File: config.mk
export PLATFORM = sky130hd
export DESIGN_NAME = cart_loader_flat
export DESIGN_NICKNAME = d
export VERILOG_FILES = /design/src/rtl/cart_pkg.sv /design/src/rtl/cart_loader_if.sv /design/src/rtl/cart_wr_port.sv /design/src/rtl/cart_loader.sv /design/src/flat_wrapper.sv
export SDC_FILE = /design/constraint.sdc
export NUM_CORES = 1
export LEC_CHECK = 0
export ABC_AREA = 1
export CAP_MARGIN = 20
export CELL_PAD_IN_SITES_DETAIL_PLACEMENT = 1
export CELL_PAD_IN_SITES_GLOBAL_PLACEMENT = 1
export CORE_ASPECT_RATIO = 1.1
export CORE_UTILIZATION = 35
export DETAILED_ROUTE_END_ITERATION = 10
export HOLD_SLACK_MARGIN = 0.1
export PLACE_DENSITY_LB_ADDON = 0.1
export SYNTH_ARGS = -nofsm -noshare
export SYNTH_HDL_FRONTEND = slang
export SYNTH_SLANG_ARGS = --single-unit
File: constraint.sdc
create_clock -name clk -period 7.9 [get_ports clk]
set_input_delay 1.975 -clock clk [delete_from_list [all_inputs] [get_ports clk]]
set_output_delay 1.975 -clock clk [all_outputs]
set_load 0.03 [all_outputs]
File: src/rtl/cart_pkg.sv
// Shared types and helpers for the cartridge loader: FSM state encoding,
// bank granularity and the power-of-two sizing used to derive the bank mask.
package cart_pkg;

  localparam int MIN_BANK_LOG2 = 14;

  typedef enum logic [2:0] {
    ST_IDLE   = 3'd0,
    ST_LOAD   = 3'd1,
    ST_FINISH = 3'd2,
    ST_PAD    = 3'd3,
    ST_HOLD   = 3'd4
  } cart_state_e;

  function automatic int bank_mask_w(input int addr_w);
    return addr_w - MIN_BANK_LOG2;
  endfunction

  // Smallest power of two >= n, never below one 16K bank.
  function automatic logic [31:0] ceil_pow2(input logic [31:0] n);
    logic [31:0] p;
    p = 32'd1 << MIN_BANK_LOG2;
    for (int i = 31; i >= MIN_BANK_LOG2; i--)
      if ((32'd1 << i) >= n) p = 32'd1 << i;
    return p;
  endfunction

endpackage

File: src/rtl/cart_loader_if.sv
// ioctl download port and cartridge byte-write port bundled together.
// slave is the loader's view, master is the hps_io/memory side.
interface cart_loader_if #(
  parameter int ADDR_W = 19
);
  logic              ioctl_download;
  logic [7:0]        ioctl_index;
  logic              ioctl_wr;
  logic [24:0]       ioctl_addr;
  logic [7:0]        ioctl_dout;
  logic              ioctl_wait;
  logic [ADDR_W-1:0] mem_addr;
  logic [7:0]        mem_din;
  logic              mem_we;
  logic              mem_busy;

  modport slave (
    input  ioctl_download, ioctl_index, ioctl_wr, ioctl_addr, ioctl_dout, mem_busy,
    output ioctl_wait, mem_addr, mem_din, mem_we
  );

  modport master (
    output ioctl_download, ioctl_index, ioctl_wr, ioctl_addr, ioctl_dout, mem_busy,
    input  ioctl_wait, mem_addr, mem_din, mem_we
  );
endinterface

File: src/rtl/cart_wr_port.sv
// Single-entry pending write register presented to cartridge memory;
// holds address/data/strobe until the memory accepts (we & ~busy).
module cart_wr_port
  import cart_pkg::*;
#(
  parameter int ADDR_W = 19
) (
  input  logic              clk,
  input  logic              reset_n,
  input  logic              i_flush,
  input  logic              i_load,
  input  logic [ADDR_W-1:0] i_addr,
  input  logic [7:0]        i_data,
  input  logic              i_mem_busy,
  output logic [ADDR_W-1:0] o_mem_addr,
  output logic [7:0]        o_mem_din,
  output logic              o_mem_we,
  output logic              o_pending,
  output logic              o_accepted
);

  logic              r_we;
  logic [ADDR_W-1:0] r_addr;
  logic [7:0]        r_data;
  logic              w_accepted;

  assign w_accepted = r_we && !i_mem_busy;

  // A new load wins over a same-cycle acceptance: the old byte leaves, the new one waits.
  always_ff @(posedge clk) begin
    if (!reset_n || i_flush) begin
      r_we   <= 1'b0;
      r_addr <= '0;
      r_data <= '0;
    end else if (i_load) begin
      r_we   <= 1'b1;
      r_addr <= i_addr;
      r_data <= i_data;
    end else if (w_accepted) begin
      r_we   <= 1'b0;
    end
  end

  assign o_mem_addr = r_addr;
  assign o_mem_din  = r_data;
  assign o_mem_we   = r_we;
  assign o_pending  = r_we;
  assign o_accepted = w_accepted;

endmodule

File: src/rtl/cart_loader.sv
// Streams an ioctl cartridge download into cart memory, holds the CPU in reset,
// then publishes image size and 16K bank mask. CART_PAD_EN enables FILL_BYTE padding to P.
module cart_loader
  import cart_pkg::*;
#(
  parameter int         ADDR_W     = 19,
  parameter logic [7:0] CART_INDEX = 8'd1,
  parameter logic [7:0] FILL_BYTE  = 8'hFF,
  parameter int         HOLD_CYC   = 16
) (
  input  logic                           clk,
  input  logic                           reset_n,
  cart_loader_if.slave                   bus,
  output logic [ADDR_W:0]                cart_size,
  output logic [bank_mask_w(ADDR_W)-1:0] bank_mask,
  output logic                           loaded,
  output logic                           load_err,
  output logic                           cpu_hold
);

  localparam int BM_W  = bank_mask_w(ADDR_W);
  localparam int CNT_W = ADDR_W + 1;
  localparam int HC_W  = $clog2(HOLD_CYC + 1);

  cart_state_e       r_state;
  logic [CNT_W-1:0]  r_count;
  logic              r_ovf;
  logic [HC_W-1:0]   r_hold_cnt;
  logic              r_loaded;
  logic              r_load_err;
  logic              r_cpu_hold;
  logic [CNT_W-1:0]  r_cart_size;
  logic [BM_W-1:0]   r_bank_mask;

  logic              w_start;
  logic              w_enter;
  logic              w_in_range;
  logic              w_wr_ok;
  logic              w_pending;
  logic              w_accepted;
  logic              w_load;
  logic [ADDR_W-1:0] w_ld_addr;
  logic [7:0]        w_ld_data;
  logic [CNT_W-1:0]  w_addr_p1;
  logic [31:0]       w_pow2;

`ifdef CART_PAD_EN
  logic [ADDR_W-1:0] r_pad_ptr;
  logic [ADDR_W-1:0] r_pad_last;
  logic              r_pad_all;
`endif

  assign w_start    = bus.ioctl_download && (bus.ioctl_index == CART_INDEX);
  assign w_enter    = w_start && (r_state != ST_LOAD);
  assign w_in_range = (bus.ioctl_addr[24:ADDR_W] == '0);
  assign w_wr_ok    = (r_state == ST_LOAD) && bus.ioctl_wr && w_in_range;
  assign w_addr_p1  = {1'b0, bus.ioctl_addr[ADDR_W-1:0]} + CNT_W'(1);
  assign w_pow2     = ceil_pow2(32'(r_count));

  always_comb begin
    w_load    = w_wr_ok;
    w_ld_addr = bus.ioctl_addr[ADDR_W-1:0];
    w_ld_data = (r_state == ST_PAD) ? FILL_BYTE : bus.ioctl_dout;
`ifdef CART_PAD_EN
    if (r_state == ST_PAD) begin
      w_load    = !r_pad_all && (!w_pending || w_accepted);
      w_ld_addr = r_pad_ptr;
    end
`endif
  end

  cart_wr_port #(.ADDR_W(ADDR_W)) u_wr_port (
    .clk        (clk),
    .reset_n    (reset_n),
    .i_flush    (w_enter),
    .i_load     (w_load),
    .i_addr     (w_ld_addr),
    .i_data     (w_ld_data),
    .i_mem_busy (bus.mem_busy),
    .o_mem_addr (bus.mem_addr),
    .o_mem_din  (bus.mem_din),
    .o_mem_we   (bus.mem_we),
    .o_pending  (w_pending),
    .o_accepted (w_accepted)
  );

  assign bus.ioctl_wait = (r_state == ST_LOAD) && w_pending;

  always_ff @(posedge clk) begin
    if (!reset_n) begin
      r_state     <= ST_IDLE;
      r_count     <= '0;
      r_ovf       <= 1'b0;
      r_hold_cnt  <= '0;
      r_loaded    <= 1'b0;
      r_load_err  <= 1'b0;
      r_cpu_hold  <= 1'b0;
      r_cart_size <= '0;
      r_bank_mask <= '0;
`ifdef CART_PAD_EN
      r_pad_all   <= 1'b0;
`endif
    end else if (w_enter) begin
      // Any matching download (re)starts a load, aborting FINISH/PAD/HOLD.
      r_state    <= ST_LOAD;
      r_loaded   <= 1'b0;
      r_load_err <= 1'b0;
      r_count    <= '0;
      r_ovf      <= 1'b0;
      r_cpu_hold <= 1'b1;
    end else begin
      case (r_state)
        ST_LOAD: begin
          if (w_wr_ok && (w_addr_p1 > r_count)) r_count <= w_addr_p1;
          if (bus.ioctl_wr && !w_in_range) r_ovf <= 1'b1;
          if (!bus.ioctl_download && !w_pending) r_state <= ST_FINISH;
        end
        ST_FINISH: begin
          r_cart_size <= r_count;
          r_bank_mask <= BM_W'((w_pow2 >> MIN_BANK_LOG2) - 32'd1);
          r_hold_cnt  <= '0;
          if ((r_count == '0) || r_ovf) begin
            r_load_err <= 1'b1;
            r_loaded   <= 1'b0;
            r_state    <= ST_HOLD;
          end else begin
`ifdef CART_PAD_EN
            if (32'(r_count) != w_pow2) begin
              r_pad_ptr  <= ADDR_W'(r_count);
              r_pad_last <= ADDR_W'(w_pow2 - 32'd1);
              r_pad_all  <= 1'b0;
              r_state    <= ST_PAD;
            end else begin
              r_state    <= ST_HOLD;
            end
`else
            r_state <= ST_HOLD;
`endif
          end
        end
`ifdef CART_PAD_EN
        ST_PAD: begin
          if (w_load) begin
            if (r_pad_ptr == r_pad_last) r_pad_all <= 1'b1;
            else                         r_pad_ptr <= r_pad_ptr + ADDR_W'(1);
          end
          if (r_pad_all && w_accepted) r_state <= ST_HOLD;
        end
`endif
        ST_HOLD: begin
          if (r_hold_cnt == HC_W'(HOLD_CYC - 1)) begin
            r_cpu_hold <= 1'b0;
            r_loaded   <= !r_load_err;
            r_state    <= ST_IDLE;
          end else begin
            r_hold_cnt <= r_hold_cnt + HC_W'(1);
          end
        end
        default: r_state <= ST_IDLE;
      endcase
    end
  end

  // hps_io must wait for ioctl_wait to clear before strobing the next byte.
  a_wr_while_pending: assert property (@(posedge clk) disable iff (!reset_n)
    !(w_wr_ok && w_pending));

  assign cart_size = r_cart_size;
  assign bank_mask = r_bank_mask;
  assign loaded    = r_loaded;
  assign load_err  = r_load_err;
  assign cpu_hold  = r_cpu_hold;

endmodule

File: src/flat_wrapper.sv
// flat-port wrapper written by rule: the top's interface ports become plain ports
module cart_loader_flat import cart_pkg::*;
#(
  parameter int         ADDR_W     = 19,
  parameter logic [7:0] CART_INDEX = 8'd1,
  parameter logic [7:0] FILL_BYTE  = 8'hFF,
  parameter int         HOLD_CYC   = 16
)
  (clk, reset_n, cart_size, bank_mask, loaded, load_err, cpu_hold, bus_ioctl_download, bus_ioctl_index, bus_ioctl_wr, bus_ioctl_addr, bus_ioctl_dout, bus_mem_busy, bus_ioctl_wait, bus_mem_addr, bus_mem_din, bus_mem_we);
  cart_loader_if #(.ADDR_W(ADDR_W)) bus_i ();
  input  logic clk;
  input  logic reset_n;
  output logic [ADDR_W:0] cart_size;
  output logic [bank_mask_w(ADDR_W)-1:0] bank_mask;
  output logic loaded;
  output logic load_err;
  output logic cpu_hold;
  input wire logic [$bits(bus_i.ioctl_download)-1:0] bus_ioctl_download;
  input wire logic [$bits(bus_i.ioctl_index)-1:0] bus_ioctl_index;
  input wire logic [$bits(bus_i.ioctl_wr)-1:0] bus_ioctl_wr;
  input wire logic [$bits(bus_i.ioctl_addr)-1:0] bus_ioctl_addr;
  input wire logic [$bits(bus_i.ioctl_dout)-1:0] bus_ioctl_dout;
  input wire logic [$bits(bus_i.mem_busy)-1:0] bus_mem_busy;
  output wire logic [$bits(bus_i.ioctl_wait)-1:0] bus_ioctl_wait;
  output wire logic [$bits(bus_i.mem_addr)-1:0] bus_mem_addr;
  output wire logic [$bits(bus_i.mem_din)-1:0] bus_mem_din;
  output wire logic [$bits(bus_i.mem_we)-1:0] bus_mem_we;
  assign bus_i.ioctl_download = bus_ioctl_download;
  assign bus_i.ioctl_index = bus_ioctl_index;
  assign bus_i.ioctl_wr = bus_ioctl_wr;
  assign bus_i.ioctl_addr = bus_ioctl_addr;
  assign bus_i.ioctl_dout = bus_ioctl_dout;
  assign bus_i.mem_busy = bus_mem_busy;
  assign bus_ioctl_wait = bus_i.ioctl_wait;
  assign bus_mem_addr = bus_i.mem_addr;
  assign bus_mem_din = bus_i.mem_din;
  assign bus_mem_we = bus_i.mem_we;
  cart_loader #(.ADDR_W(ADDR_W), .CART_INDEX(CART_INDEX), .FILL_BYTE(FILL_BYTE), .HOLD_CYC(HOLD_CYC)) u_core (.clk(clk), .reset_n(reset_n), .bus(bus_i), .cart_size(cart_size), .bank_mask(bank_mask), .loaded(loaded), .load_err(load_err), .cpu_hold(cpu_hold));
endmodule
== Yosys cells after proc, flatten, opt, wreduce, memory -nomap -nowiden ==
Index checks and enable logic that the tools add are counted.
Storage, ports and cells
  ROM bits: 0
  memories kept: 0
  register bits: 85
  bits of input ports: 46
  bits in latches: 0
  output and inout port bits: 57
  memory bits (writable): 0
Cells by class
  bitwise logic cells: 2
  $mul: 0
  add/subtract/negate cells: 3
  order comparisons: 6
  shift operators: 0
  mux-type cells: 20
  reductions and logical operators: 33
  div/mod/pow operators: 0
  equal/unequal tests: 13
Operators with widths (count)
  $mux 19: 5
  $add 19x1->20 const B: 1
  $ge 15x20->1 const A: 1
  $ge 16x20->1 const A: 1
  $ge 17x20->1 const A: 1
  $ge 18x20->1 const A: 1
  $ge 19x20->1 const A: 1
  $gt 20x20->1: 1
  $logic_not 20->1: 1
  $reduce_and 2->1: 7
  $pmux 5 s2: 1
  $logic_and 1x1->1: 9
  $pmux 3 s3: 1
  $eq 8x1->1 const B: 1
  $mux 1: 8
  $mux 8: 1
  $reduce_bool 2->1: 4
  $eq 3x2->1 const B: 2
  $logic_not 1->1: 6
  $logic_not 6->1: 1
  $mux 3: 2
  $reduce_and 3->1: 2
  $add 5x1->5 const B: 1
  $eq 5x4->1 const B: 1
  13 further kinds: 17

== Depth between registers and ports, before layout ==
  word-level depth: 7
  depth in mapped cells: 21
  mapped depth without buffers: 20

== Cells and area by module ==
From an unflattened synthesis, not the netlist that was laid out.
Unflattened totals
  cells, all modules: 674
  area total of the unflattened synthesis: 4608.2 sq um
Modules (own cells, without submodules)
  cart_loader: cells each 550, times used 1, area an instance 3523.4 sq um
  cart_wr_port: cells each 124, times used 1, area an instance 1084.8 sq um

== Worst setup path before layout ==
OpenSTA, ideal clock, no wires.
  path kind: in2reg
  start point: input bus_ioctl_addr[0]
  end point: register u_core.r_count[10]
  buffers on the path: 1
  setup slack: 3625 ps
  setup time: 113 ps
  required time: 7787 ps
  cell stages on the path: 19
  data arrival time: 4162 ps
  path through: ha_1 -> nand2_1 -> nor2_1 -> nand2_1 -> nor2_1 -> nand4_1 -> nand2_1 -> inv_1 -> ha_1 -> nand2_1 -> nor2_1 -> nand2_1 -> nor2_1 -> nand2_1 -> nand3_2 -> nand2_2 -> buf_2 -> nor2_1 -> nor2_1
Between the ends
  word-level cells in the longest chain between the ends: 4
RTL lines
  start: declaration: RTL line flat_wrapper.sv:21  | input wire logic [$bits(bus_i.ioctl_addr)-1:0] bus_ioctl_addr;
  $add 19x1->20: RTL line cart_loader.sv:57  | assign w_addr_p1 = {1'b0, bus.ioctl_addr[ADDR_W-1:0]} + CNT_W'(1);
  named net u_core.w_addr_p1[14]: RTL line cart_loader.sv:44  | logic [CNT_W-1:0] w_addr_p1;
  $gt 20x20->1: RTL line cart_loader.sv:114  | if (w_wr_ok && (w_addr_p1 > r_count)) r_count <= w_addr_p1;
  $logic_and 1x1->1: RTL line cart_loader.sv:114
  $reduce_and 2->1 (no line)
  end signal: assignment: RTL line cart_loader.sv:114
  end: declaration: RTL line cart_loader.sv:26  | logic [CNT_W-1:0] r_count;
The timed path passes the listed nets, and every way through them passes these cells.
A chain may end at the register's enable or synchronous reset.

== Worst setup path after layout ==
  start point: input bus_ioctl_addr[2]
  end point: register u_core.r_count[16]
The elaborated chain is that of the path after synthesis.

==> flow_summary_export.csv <==
group,metric,value,unit
synth,avgSynthCellArea,6.85,um2
timing,finalCritPeriodShare,67.6,%
placed_design,dp_cells,856,
layout,drive_gt1_share,4.43,%
timing,finalHoldViolations,0,
hold_path,holdPathEnd,"u_core.bank_mask[1]",
synth,synth_area_leaders,"dfxtp_1 (40%), nand2_1 (17%), nor2_1 (6.8%), ha_1 (6.8%), a21oi_1 (6.5%)",
critical_path,reg2reg_setup_slack,5.21,ns
layout,finish.instance_area,5690,um2
critical_path,end_kind,"register",
placed_design,placed_area,5380,um2
timing,final.setup.tns,0,ns
timing,relSlewSlack,50.5,%
cts,cts_made_buffers,9,
layout,layout.cells.non_filler,872,
critical_path,path_class,"input pin to register",
synth,synth_flop_cell,"dfxtp_1",
floorplanning,die_w,107,um
timing,slew_violations,0,
floorplanning,core.rowCount,41,
synth,syn_inst,619,
routing,drtPass1Iterations,4,
global_route,antenna_found_initial,0,
synth,async_reset_ff_share,0,%
synth,yosysWarnings,0,
global_route,track_usage,21.7,%
floorplanning,pin_count,103,
cts,root_buffer,"clkbuf_16",
floorplanning,die_area,12600,um2
critical_path,r2r-end,"u_core.r_count[16]",
floorplanning,initial_core_util,36.4,%
layout,area_growth,34.1,%
critical_path,path_max_fanout,32,
routing,drtIter0Drc,118,
synth,ys_ff_latch,85,
hold_path,worstHoldPathCells,2,
routing,via_count,4275,
power_and_ir_drop,power_switching,0.215,mW
timing,max_freq,187,MHz
layout,multi_input_area,2200,um2
cts,cts_resized,0,
cts,cts_tree,"built",
synth,synth_enable_flop_cells,0,
critical_path,required,8.18,ns
cts,cts_max_level,3,
placed_design,gp_congestion,0.791,
synth,yosysUniqueCellTypes,32,
power_and_ir_drop,internal-power,0.738,mW
layout,final.fill_count,1488,
cts,clk-insertion-delay-late,0.35,ns
synth,ys_seq_area_share,40.1,%
power_and_ir_drop,seq_power_share,45.0,%
cts,postCtsHoldBufs,0,
timing,whs,0.456,ns
timing,tightest_slew,0.738,ns
synth,syn_nets,688,
power_and_ir_drop,p_per_area,168,nW/um2
power_and_ir_drop,p_total,0.953,mW
critical_path,r2r_cells,8,
cts,cts.path.max_buffers,2,
timing,rsz0062_at_grt,"no",
synth,netlist.area_leader.share,40.1,%
power_and_ir_drop,power_frac_clock,47.4,%
cts,post_cts_buffers,0,
floorplanning,die_h,117,um
critical_path,r2r-start,"u_core.r_state[0]",
layout,antenna_cells,0,
routing,drt_wl_total,12.8,mm
routing,viasPerCell,4.90,
critical_path,cp.arrival,5.63,ns
layout,nets,786,
global_route,grt_pass1_wl,21.5,mm
run_status,status,"complete, no violations",
timing,setup_slack,2.56,ns
cts,cts_sinks,85,
global_route,grt-ovfl-total,0,
synth,synth_area,4240,um2
power_and_ir_drop,p_leak,2.36,nW
critical_path,worstSetupStartpointType,"input pin",
timing,period_minus_slack,5.34,ns
timing,finalSetupViolCount,0,
power_and_ir_drop,comb_power_share,7.6,%
flow_run,maxCapViolCount,0,
layout,final_core_util,48.8,%
timing,skew,0.00356,ns
hold_path,hold_path_startpoint,"u_core.bank_mask[1]",
hold_path,hold_class,"register to register",
placed_design,pre_cts_ws,2.21,ns
power_and_ir_drop,switching_share,22.6,%
global_route,grt_pass1_vias,4453,
global_route,grt_max_degree,34,
routing,drc_errors,0,
synth,yosysTopAreaCell,"dfxtp_1",
placed_design,portBuffers,102,
routing,wire_per_inst,14.7,um
floorplanning,design.core.area,11600,um2
routing,drtAntennaViolNets,0,
placed_design,hpwlAfterDp,9.96,mm
layout,seqCellArea,1700,um2
cts,cts.reportedPaths.clkPinSlew,0.06,ns
synth,yosysMostFrequentCell,"nand2_1",
power_and_ir_drop,ir_worst_vdd,0.0855,mV
synth,netlist_top_cells_count,"nand2_1 (193), dfxtp_1 (85), nor2_1 (77), inv_1 (60), a21oi_1 (55)",
## layout by cell type, fill, tap and decap left out, drive strengths merged, types with 3 or more instances in the layout
cell / instances
inv: 65
clkdlybuf4s50: 102
xnor2: 4
ha: 23
xor2: 9
o21ai: 35
nor2: 80
nand3: 26
dfxtp: 85
or2: 3
nand4: 6
clkinv: 6
a21oi: 56
nand2: 194
clkbuf: 11
nor3: 8
## state kept, by name, indices dropped and copies added, names as in the netlist, 3 cells and up
register / flops
u_core.u_wr_port.o_mem_din: 8
u_core.r_hold_cnt: 5
u_core.u_wr_port.o_mem_addr: 19
u_core.bank_mask: 5
u_core.r_count: 20
u_core.cart_size: 20
u_core.r_state: 3
## critical path: stages
cell	delay, ns
clkdlybuf4s50_1	0.59
inv_1	0.10
nor2_1	0.28
nand2_1	0.20
nor2_2	0.21
nand2_1	0.12
xor2_1	0.19
ha_1	0.31
nand2_1	0.07
nor2_1	0.11
nand2_1	0.10
nor2_1	0.26
nand2_1	0.12
nand3_2	0.19
nand2_2	0.38
nand2_1	0.20
nand2_1	0.07
nor2_1	0.12
## area by class of cell
class                   instances  share of cell area, %
clock buffers                  11                   4.09
clock inverters                 5                   1.32
inverters                      68                   4.49
multi-input cells             449                   38.7
flip-flops and latches         85                   29.9
well taps                     150                   3.30
repair buffers                104                   18.2
## power groups by stage
stage                     Clock, mW  Combinational [mW]  Sequential, mW
final                         0.452              0.0728           0.429
after global routing          0.480              0.0809           0.428
after CTS                     0.460              0.0739           0.429
after detailed placement          0              0.0734           0.438
after global placement            0              0.0709           0.438
after floorplan                   0              0.0330           0.438
## per-layer routing
metal | GRT usage (%) | routed length, um
met1 | 25.5 | 5530
met2 | 38.4 | 6720
met3 | 3.49 | 313
met4 | 9.42 | 288
met5 | 0 | 0
## logic make-up after synthesis
| kind of cell | after synthesis | share of synthesized area (%) |
|---|---|---|
| flip-flops | 85 | 40.1 |
| AND/OR/NAND/NOR | 318 | 30.7 |
| adder cells (fa/ha/maj) | 23 | 6.78 |
| XOR/XNOR | 13 | 2.68 |
| buffers and inverters | 85 | 8.02 |
| AO/OA/AOI/OAI | 95 | 11.7 |
## worst max-delay path by stage
| stage | cells after the start | slack, ns | endpoint | from |
|---|---|---|---|---|
| detailed placement | 20 | 2.21 | u_core.r_count[16] | bus_ioctl_addr[0] |
| CTS | 18 | 2.55 | u_core.r_count[16] | bus_ioctl_addr[2] |
| global placement | 19 | 2.50 | u_core.r_count[2] | bus_ioctl_addr[0] |
| finish | 18 | 2.56 | u_core.r_count[16] | bus_ioctl_addr[2] |
| global route | 18 | 2.20 | u_core.r_count[16] | bus_ioctl_addr[4] |
| floorplan | 19 | 3.62 | u_core.r_count[10] | bus_ioctl_addr[0] |
No activity file was read; power rests on OpenSTA's default activity.
